## src/rtl/reg_read_stage.sv

```systemverilog
// Register-read stage: operand fetch with write-back bypass,
// per-register busy scoreboard and a registered handoff slot to execute.
module reg_read_stage #(
   parameter int XLEN = 32,
   parameter int FLEN = 64,
   parameter int RAW  = 5
) (
   input  logic            clk,
   input  logic            rst,
   input  logic            flush,
   input  logic            in_valid,
   output logic            in_ready,
   input  logic [31:0]     in_pc,
   input  logic [31:0]     in_insn,
   input  logic [RAW-1:0]  in_src1_addr,
   input  logic [RAW-1:0]  in_src2_addr,
   input  logic            in_src1_fp,
   input  logic            in_src2_fp,
   input  logic            in_src1_en,
   input  logic            in_src2_en,
   input  logic [RAW-1:0]  in_dst_addr,
   input  logic            in_int_wen,
   input  logic            in_fp_wen,
   output logic [RAW-1:0]  int_rd_addr1,
   output logic [RAW-1:0]  int_rd_addr2,
   input  logic [XLEN-1:0] int_rd_data1,
   input  logic [XLEN-1:0] int_rd_data2,
   output logic [RAW-1:0]  fp_rd_addr1,
   output logic [RAW-1:0]  fp_rd_addr2,
   input  logic [FLEN-1:0] fp_rd_data1,
   input  logic [FLEN-1:0] fp_rd_data2,
   input  logic            wb_int_wen,
   input  logic [RAW-1:0]  wb_int_addr,
   input  logic [XLEN-1:0] wb_int_data,
   input  logic            wb_fp_wen,
   input  logic [RAW-1:0]  wb_fp_addr,
   input  logic [FLEN-1:0] wb_fp_data,
   output logic            out_valid,
   input  logic            out_ready,
   output logic [31:0]     out_pc,
   output logic [31:0]     out_insn,
   output logic [XLEN-1:0] out_src1_int,
   output logic [XLEN-1:0] out_src2_int,
   output logic [FLEN-1:0] out_src1_fp,
   output logic [FLEN-1:0] out_src2_fp,
   output logic [RAW-1:0]  out_dst_addr,
   output logic            out_int_wen,
   output logic            out_fp_wen
);

   localparam int NR = 1 << RAW;

   logic [NR-1:0]   int_busy_q, int_busy_d;
   logic [NR-1:0]   fp_busy_q, fp_busy_d;
   logic            valid_q;
   logic [31:0]     pc_q, insn_q;
   logic [XLEN-1:0] s1i_q, s2i_q, s1i_d, s2i_d;
   logic [FLEN-1:0] s1f_q, s2f_q, s1f_d, s2f_d;
   logic [RAW-1:0]  dst_q;
   logic            iwen_q, fwen_q;

   logic wbi_ok;
   logic s1_wbi, s2_wbi, s1_wbf, s2_wbf, d_wbi, d_wbf;
   logic h1, h2, hd, hazard, slot_free, accept;

   assign int_rd_addr1 = in_src1_addr;
   assign int_rd_addr2 = in_src2_addr;
   assign fp_rd_addr1  = in_src1_addr;
   assign fp_rd_addr2  = in_src2_addr;

   // x0 is hardwired, so a write-back to it neither bypasses nor clears
   assign wbi_ok = wb_int_wen && (wb_int_addr != '0);
   assign s1_wbi = wbi_ok && (wb_int_addr == in_src1_addr);
   assign s2_wbi = wbi_ok && (wb_int_addr == in_src2_addr);
   assign d_wbi  = wbi_ok && (wb_int_addr == in_dst_addr);
   assign s1_wbf = wb_fp_wen && (wb_fp_addr == in_src1_addr);
   assign s2_wbf = wb_fp_wen && (wb_fp_addr == in_src2_addr);
   assign d_wbf  = wb_fp_wen && (wb_fp_addr == in_dst_addr);

   assign h1 = in_src1_en && (in_src1_fp
             ? (fp_busy_q[in_src1_addr] && !s1_wbf)
             : ((in_src1_addr != '0) && int_busy_q[in_src1_addr] && !s1_wbi));
   assign h2 = in_src2_en && (in_src2_fp
             ? (fp_busy_q[in_src2_addr] && !s2_wbf)
             : ((in_src2_addr != '0) && int_busy_q[in_src2_addr] && !s2_wbi));
   assign hd = (in_int_wen && (in_dst_addr != '0) && int_busy_q[in_dst_addr] && !d_wbi)
            || (in_fp_wen && fp_busy_q[in_dst_addr] && !d_wbf);
   assign hazard = h1 || h2 || hd;

   assign slot_free = !valid_q || out_ready;
   assign in_ready  = slot_free && !hazard && !flush && !rst;
   assign accept    = in_valid && in_ready;

   always_comb begin
      s1i_d = '0;
      s2i_d = '0;
      s1f_d = '0;
      s2f_d = '0;
      if (in_src1_en && !in_src1_fp && (in_src1_addr != '0))
         s1i_d = s1_wbi ? wb_int_data : int_rd_data1;
      if (in_src2_en && !in_src2_fp && (in_src2_addr != '0))
         s2i_d = s2_wbi ? wb_int_data : int_rd_data2;
      if (in_src1_en && in_src1_fp)
         s1f_d = s1_wbf ? wb_fp_data : fp_rd_data1;
      if (in_src2_en && in_src2_fp)
         s2f_d = s2_wbf ? wb_fp_data : fp_rd_data2;
   end

   // clear first so a same-cycle set on the same register wins
   always_comb begin
      int_busy_d = int_busy_q;
      fp_busy_d  = fp_busy_q;
      if (flush) begin
         int_busy_d = '0;
         fp_busy_d  = '0;
      end else begin
         if (wbi_ok) int_busy_d[wb_int_addr] = 1'b0;
         if (wb_fp_wen) fp_busy_d[wb_fp_addr] = 1'b0;
         if (accept && in_int_wen && (in_dst_addr != '0))
            int_busy_d[in_dst_addr] = 1'b1;
         if (accept && in_fp_wen)
            fp_busy_d[in_dst_addr] = 1'b1;
      end
   end

   always_ff @(posedge clk) begin
      if (rst) begin
         valid_q    <= 1'b0;
         pc_q       <= '0;
         insn_q     <= '0;
         s1i_q      <= '0;
         s2i_q      <= '0;
         s1f_q      <= '0;
         s2f_q      <= '0;
         dst_q      <= '0;
         iwen_q     <= 1'b0;
         fwen_q     <= 1'b0;
         int_busy_q <= '0;
         fp_busy_q  <= '0;
      end else begin
         int_busy_q <= int_busy_d;
         fp_busy_q  <= fp_busy_d;
         if (flush) begin
            valid_q <= 1'b0;
         end else if (accept) begin
            valid_q <= 1'b1;
            pc_q    <= in_pc;
            insn_q  <= in_insn;
            s1i_q   <= s1i_d;
            s2i_q   <= s2i_d;
            s1f_q   <= s1f_d;
            s2f_q   <= s2f_d;
            dst_q   <= in_dst_addr;
            iwen_q  <= in_int_wen;
            fwen_q  <= in_fp_wen;
         end else if (out_ready) begin
            valid_q <= 1'b0;
         end
      end
   end

   assign out_valid    = valid_q;
   assign out_pc       = pc_q;
   assign out_insn     = insn_q;
   assign out_src1_int = s1i_q;
   assign out_src2_int = s2i_q;
   assign out_src1_fp  = s1f_q;
   assign out_src2_fp  = s2f_q;
   assign out_dst_addr = dst_q;
   assign out_int_wen  = iwen_q;
   assign out_fp_wen   = fwen_q;

   a_one_wen: assert property (@(posedge clk) disable iff (rst)
      !(in_valid && in_int_wen && in_fp_wen));

endmodule
```

## config.mk

```make
export PLATFORM = sky130hd
export DESIGN_NAME = reg_read_stage
export DESIGN_NICKNAME = d
export VERILOG_FILES = /design/src/rtl/reg_read_stage.sv
export SDC_FILE = /design/constraint.sdc
export NUM_CORES = 1
export LEC_CHECK = 0
export BUFFER_PORTS_ARGS = -buffer_cell sky130_fd_sc_hd__buf_4
export CORE_AREA = 2 2 266 268
export CTS_CLUSTER_SIZE = 8
export DETAILED_ROUTE_END_ITERATION = 10
export DIE_AREA = 0 0 268 270
export PLACE_DENSITY_LB_ADDON = 0.15
export SKIP_CTS_REPAIR_TIMING = 1
export SLEW_MARGIN = 20
export SYNTH_ARGS = -nofsm -noshare
export SYNTH_HDL_FRONTEND = slang
export SYNTH_SLANG_ARGS = --single-unit
export TNS_END_PERCENT = 1
```

## constraint.sdc

```tcl
create_clock -name clk -period 3.6 [get_ports clk]
set_input_delay 0.36 -clock clk [delete_from_list [all_inputs] [get_ports clk]]
set_output_delay 0.36 -clock clk [all_outputs]
set_load 0.01 [all_outputs]
```

Word level (Yosys, flattened, before mapping)
Cells that the tools add are included.
{"block": "classes", "order_cmp": 8, "eq_ne": 6, "mux": 36, "bitwise_logic": 7, "n_reduce_logical": 59}
{"cell": "$mux W32", "count": 10}
{"cell": "$mux W64", "count": 4}
{"cell": "$and A32 B32 Y32", "count": 2}
{"cell": "$not A32 Y32", "count": 2}
{"cell": "$or A32 B32 Y32", "count": 2}
{"cell": "$logic_and A1 B1 Y1", "count": 36}
{"cell": "$bmux W1 S5", "count": 6}
{"cell": "$eq A5 B5 Y1", "count": 6}
{"cell": "$lt A5 B6 Y1 const B", "count": 5}
{"cell": "$reduce_bool A5 Y1", "count": 4}
{"cell": "$demux W1 S5", "count": 3}
{"cell": "$ge A5 B1 Y1 const B", "count": 3}
{"cell": "$mux W1", "count": 13}
{"cell": "$logic_not A1 Y1", "count": 12}
{"cell": "$logic_or A1 B1 Y1", "count": 4}
{"cell": "$reduce_and A2 Y1", "count": 1}
{"cell": "$reduce_bool A2 Y1", "count": 1}
{"cell": "$reduce_or A2 Y1", "count": 1}
{"cell": "$not A1 Y1", "count": 1}
{"block": "word_totals", "regBits": 328, "inputBits": 390, "output_inout_bits": 285, "elab_cells": 128}

Longest topological paths before layout
{"block": "logic_depth", "ltp_word": 17, "depth_mapped": 12}

Least setup slack after synthesis
OpenSTA, ideal clock, no wires.
{"block": "synth_path", "path_kind": "in2reg", "start": "in in_src2_addr[0]", "end": "reg insn_q[31], in the netlist out_insn[31]", "setup_time_ns": 0.123, "arrival_ns": 2.843, "slack_ns": 0.633, "cell_stages": 12, "n_path_buf": 5, "path_cell_list": "buf_2 buf_4 buf_2 mux2_2 a221oi_1 and4_1 nor4_1 a41oi_1 nand4_2 buf_2 buf_2 mux2_1"}
{"block": "synth_via", "elab_chain_len": 14}
{"item": "start: declaration", "line": "16", "rtl": "input logic [RAW-1:0] in_src2_addr,"}
{"item": "$bmux W1 S5 (tied with other cells)", "line": "85", "rtl": ": ((in_src2_addr != '0) && int_busy_q[in_src2_addr] && !s2_wbi));"}
{"item": "$mux W1 (implied by the code) (tied with other cells)", "line": "85"}
{"item": "$logic_and A1 B1 Y1 (tied with other cells)", "line": "85"}
{"item": "$logic_and A1 B1 Y1, on equally long branches", "line": "85, 84"}
{"item": "$mux W1 (*)", "line": "84", "rtl": "? (fp_busy_q[in_src2_addr] && !s2_wbf)"}
{"item": "$logic_and A1 B1 Y1 (*)", "line": "83", "rtl": "assign h2 = in_src2_en && (in_src2_fp"}
{"item": "$logic_or A1 B1 Y1 (*) (2 in series)", "line": "88", "rtl": "assign hazard = h1 || h2 || hd;"}
{"item": "$logic_not A1 Y1 (*)", "line": "91", "rtl": "assign in_ready = slot_free && !hazard && !flush && !rst;"}
{"item": "$logic_and A1 B1 Y1 (*) (3 in series)", "line": "91"}
{"item": "$logic_and A1 B1 Y1 (*)", "line": "92", "rtl": "assign accept = in_valid && in_ready;"}
{"item": "$reduce_and A2 Y1 (no line) (*)"}
{"item": "end signal: assignment", "line": "148", "rtl": "insn_q <= in_insn;"}
{"item": "end: declaration", "line": "56", "rtl": "logic [31:0] pc_q, insn_q;"}
Mark *: on every way between the ends. The rest lies on a longest branch, timed or not. The select of a mux whose other input is x is not followed.
A chain may end at the register's enable or synchronous reset.

Worst setup path after layout
{"block": "layout_path", "start": "reg int_busy_q[15]", "end": "out in_ready"}
{"block": "layout_via", "elab_chain_len": 12}
{"item": "start: declaration", "line": "53", "rtl": "logic [NR-1:0] int_busy_q, int_busy_d;"}
{"item": "start signal: assignment", "line": "141", "rtl": "int_busy_q <= int_busy_d;"}
{"item": "$bmux W1 S5, on equally long branches", "line": "82, 85"}
{"item": "$mux W1, on equally long branches", "line": "82, 85"}
{"item": "$logic_and A1 B1 Y1, on equally long branches (2 in series)", "line": "82, 85"}
{"item": "$mux W1, on equally long branches", "line": "81, 84"}
{"item": "$logic_and A1 B1 Y1, on equally long branches", "line": "80, 83"}
{"item": "$logic_or A1 B1 Y1", "line": "88"}
{"item": "$logic_or A1 B1 Y1 (*)", "line": "88"}
{"item": "$logic_not A1 Y1 (*)", "line": "91"}
{"item": "$logic_and A1 B1 Y1 (*) (3 in series)", "line": "91"}
{"item": "end: declaration", "line": "12", "rtl": "output logic in_ready,"}
Marks and branches as above.

==> impl_metrics.toml <==
[timing]
max-slew-margin-rel_pct = 37.87
setup_total_neg_slack_ns = 0
timing.final.setup_violations = 0
final.period_utilization_pct = 90.68
worstMarginPinSlew_ns = 0.9319
clock_skew_ns = 0.02377
timing.final.max_slew_violations = 0
fmaxAchievable_mhz = 306.3
setup_repair_after_global_routing_missed_its_margin = "no"
final_period_minus_worst_setup_slack_ns = 3.265
final_hold_viol_count = 0

[worst_setup_path]
timing.critical_path.required_ns = 3.24
reg2reg_setup_slack_ns = 0.51
worst_ep_arrival_time_ns = 2.90
cp_max_fo = 4
timing.critical_path.slowest_stage_cell = "sky130_fd_sc_hd__mux4_2"
start_point_of_the_critical_path = "int_busy_q[15]"
path_class = "flip-flop to output port"
cp-end-kind = "output port"
critical_path.startpoint_type = "flip-flop"
critical-path-top-delay-family = "multiplexers"
cp_cell_sequence = "mux4_2 > mux2_2 > a221oi_1 > nor4_1 > a211oi_2 > nand3_1 > inv_1 > buf_4"
regToRegEndpoint = "out_src2_fp[29]"
slowest_delay_ns = 0.48
cp_num_buf_inv = 2
rr_worst_depth = 9
timing.rr.start = "int_busy_q[15]"
worst_setup_path_endpoint = "in_ready"
critical_path_cell_count = 8

[job]
maxCapViolCount = 0

[detailed_routing]
first_iter_violations = 976
via_per_inst = 4.801
dr.pass1.iters = 5
total_routed_wirelength_mm = 77.98
drc = 0
wire_per_inst_um = 21.76
vias = 17200
ant_nets = 0

[pwr]
cellLeakagePower_uw = 0.01154
powerDensity_nw_per_um2 = 355.0
total_power_uw = 9197
vdd.ir_drop.worst_uv = 299.9

[worst_hold_path]
worstHoldPathType = "input pin to flip-flop"
worst_hold_startpoint = "in_pc[5]"

[global_routing]
global_route.usage.total_pct = 20.52
number_of_global_route_vias_before_repair = 17360
maximum_number_of_pins_on_one_net_before_global_route_repair = 161
grt_first_pass_wirelength_mm = 113.1
grt_antenna_before_repair = 6
grt_overflow = 0

[floorplan]
die-width_um = 268
boundaryPins = 675
rows = 97
total_die_area_um2 = 72360
initial_core_util_pct = 25.77
dieHeight_um = 270
fp.coreArea_um2 = 69540

[outcome]
run_status = "completed"

[yosys]
syn_inst = 1975
number_of_flops_mapped_to_enable_cells_by_yosys = 0
synth_flop_cell = "sky130_fd_sc_hd__dfxtp_1"
synth.avg_cell_area_um2 = 9.075
yosysWarnings = 0
synthesized_net_count = 2365
share_of_flip_flops_with_an_asynchronous_set_or_reset_after_synthesis_pct = 0
synth_area_um2 = 17920
synth_cell_type_count = 49
yosysSeqAreaShare_pct = 36.64
yosys_register_bits = 328

[clock_network]
cts_buffer_depth = 3
cts_buffer_count = 48
clock-sinks = 328
cts-root-buf = "sky130_fd_sc_hd__clkbuf_16"
htreeDepth = 2
worst_skew_pair.late_latency_ns = 0.58
clk_transition_reported_paths_ns = 0.05
tritoncts = "yes"

[finish]
drive_above_1_share_pct = 32.99
fillerInstances = 7208
layout-area-overhead-vs-synth_pct = 44.55
finish.net_count = 3019
finalInstanceArea_um2 = 25910

[placed_design]
finalWeightedCongestion = 0.8788
postPlaceCellArea_um2 = 24040
port_bufs = 674
dp_hpwl_mm = 58.10
==> layer usage <==
layer	part of all wire [%]	vias to the layer above	global-route usage, %	wire length [um]
met5	0.013	-	0	10
met2	48	697	34.74	37690
met1	41	8252	25.27	32180
met3	7.7	111	5.179	6016
li1	-	8139	-	-
met4	2.7	2	6.660	2085
==> sequential cells by signal (all words and copies together) (netlist names) <==
register / cells
fp_busy_q: 32
int_busy_q: 32
out_dst_addr: 5
out_fp_wen: 1
out_insn: 32
out_int_wen: 1
out_pc: 32
out_src1_fp: 64
out_src1_int: 32
out_src2_fp: 64
out_src2_int: 32
out_valid: 1
==> how the worst min path moves through the flow <==
| stage | cells past startpoint | to |
|---|---|---|
| after global placement | 2 | out_dst_addr[4] |
| after CTS | 2 | out_pc[14] |
| after floorplan | 1 | int_busy_q[0] |
| after detailed placement | 2 | out_dst_addr[0] |
| final | 2 | out_pc[5] |
| after global routing | 2 | out_insn[27] |
==> placed cells by master (no fill, tap or decap), drive strengths merged, types with 3 or more instances in the layout <==
| cell | instances |
|---|---|
| clkinv | 3 |
| buf | 739 |
| inv | 8 |
| mux2 | 264 |
| or3b | 7 |
| nor2 | 77 |
| a22oi | 4 |
| nand2 | 289 |
| nor3b | 3 |
| nor3 | 7 |
| a221oi | 3 |
| o211ai | 64 |
| nand3 | 24 |
| or2 | 5 |
| o221ai | 3 |
| o22ai | 11 |
| o21ai | 4 |
| mux4 | 29 |
| o31ai | 65 |
| dlygate4sd3 | 54 |
| clkbuf | 55 |
| nand3b | 14 |
| nand2b | 12 |
| xor2 | 12 |
| o311ai | 3 |
| nor2b | 264 |
| nand4 | 5 |
| mux2i | 102 |
| a21oi | 130 |
| or3 | 5 |
| and3 | 5 |
| dfxtp | 328 |
| xnor2 | 17 |
| diode | 6 |
| nor4 | 8 |
==> final cells by class <==
| class | count | area (um^2) | share of cell area [%] |
|---|---|---|---|
| Antenna cell | 6 | 15.01 | 0.05796 |
| Clock buffer | 54 | 1276 | 4.926 |
| Clock inverter | 4 | 33.78 | 0.1304 |
| Inverter | 8 | 30.03 | 0.1159 |
| Multi-Input combinational cell | 1449 | 10520 | 40.60 |
| Sequential cell | 328 | 6566 | 25.35 |
| Tap cell | 940 | 1176 | 4.540 |
| Timing Repair Buffer | 794 | 6290 | 24.28 |
==> power breakdown <==
group / switching (uW) / total (uW) / internal, uW / leakage, uW
clock: 1700 / 4160 / 2460 / 0.000642
sequential: 31.6 / 3730 / 3700 / 0.00265
combinational: 660 / 1310 / 650 / 0.00825
total: 2390 / 9200 / 6810 / 0.0115
==> through the flow <==
step / instances / hold slack (ns) / worst slack [ns] / utilization [%]
2_1_floorplan: 1975 / 0.4653 / 0.6333 / -
3_3_place_gp: 3465 / 0.4713 / 0.2301 / 34.57
3_5_place_dp: 3465 / 0.4754 / 0.1523 / 34.57
4_1_cts: 3523 / -0.06221 / 0.2525 / 36.45
5_1_grt: 3582 / 0.0006025 / 0.1400 / 37.25
6_report: 3583 / 0.02274 / 0.3354 / 37.25
==> cells by family (layout without fill, tap and decap cells) <==
logic type	after synthesis	in the layout	share of synthesized area (%)
XOR/XNOR	29	29	1.417
multiplexers	395	395	25.93
AO/OA/AOI/OAI	294	294	10.49
buffers and inverters	198	860	4.929
other	0	6	0
AND/OR/NAND/NOR	731	731	20.60
flip-flops	328	328	36.64
==> cell usage after synthesis (all sizes together) (8+ instances only) <==
library cell / instances / area share (%)
dfxtp: 328 / 37
nand2: 289 / 6.1
mux2: 264 / 17
nor2b: 264 / 9.2
a21oi: 130 / 3.6
clkbuf: 120 / 2.5
mux2i: 102 / 5.7
nor2: 77 / 1.6
buf: 70 / 2.2
o31ai: 65 / 2.7
o211ai: 64 / 2.7
mux4: 29 / 3.6
nand3: 24 / 0.67
xnor2: 17 / 0.83
nand3b: 14 / 0.59
nand2b: 12 / 0.42
xor2: 12 / 0.59
o22ai: 11 / 0.38
inv: 8 / 0.17
nor4: 8 / 0.35
==> worst reg2reg max path, cell delays in order (launching register included) <==
cell	delay, ns
sky130_fd_sc_hd__dfxtp_1	0.34
sky130_fd_sc_hd__mux4_2	0.48
sky130_fd_sc_hd__mux2_2	0.28
sky130_fd_sc_hd__a221oi_1	0.33
sky130_fd_sc_hd__nor4_1	0.15
sky130_fd_sc_hd__a211oi_2	0.34
sky130_fd_sc_hd__nand4_4	0.25
sky130_fd_sc_hd__buf_12	0.25
sky130_fd_sc_hd__buf_12	0.24
sky130_fd_sc_hd__mux2_1	0.33
(Power assumes the default switching activity.)
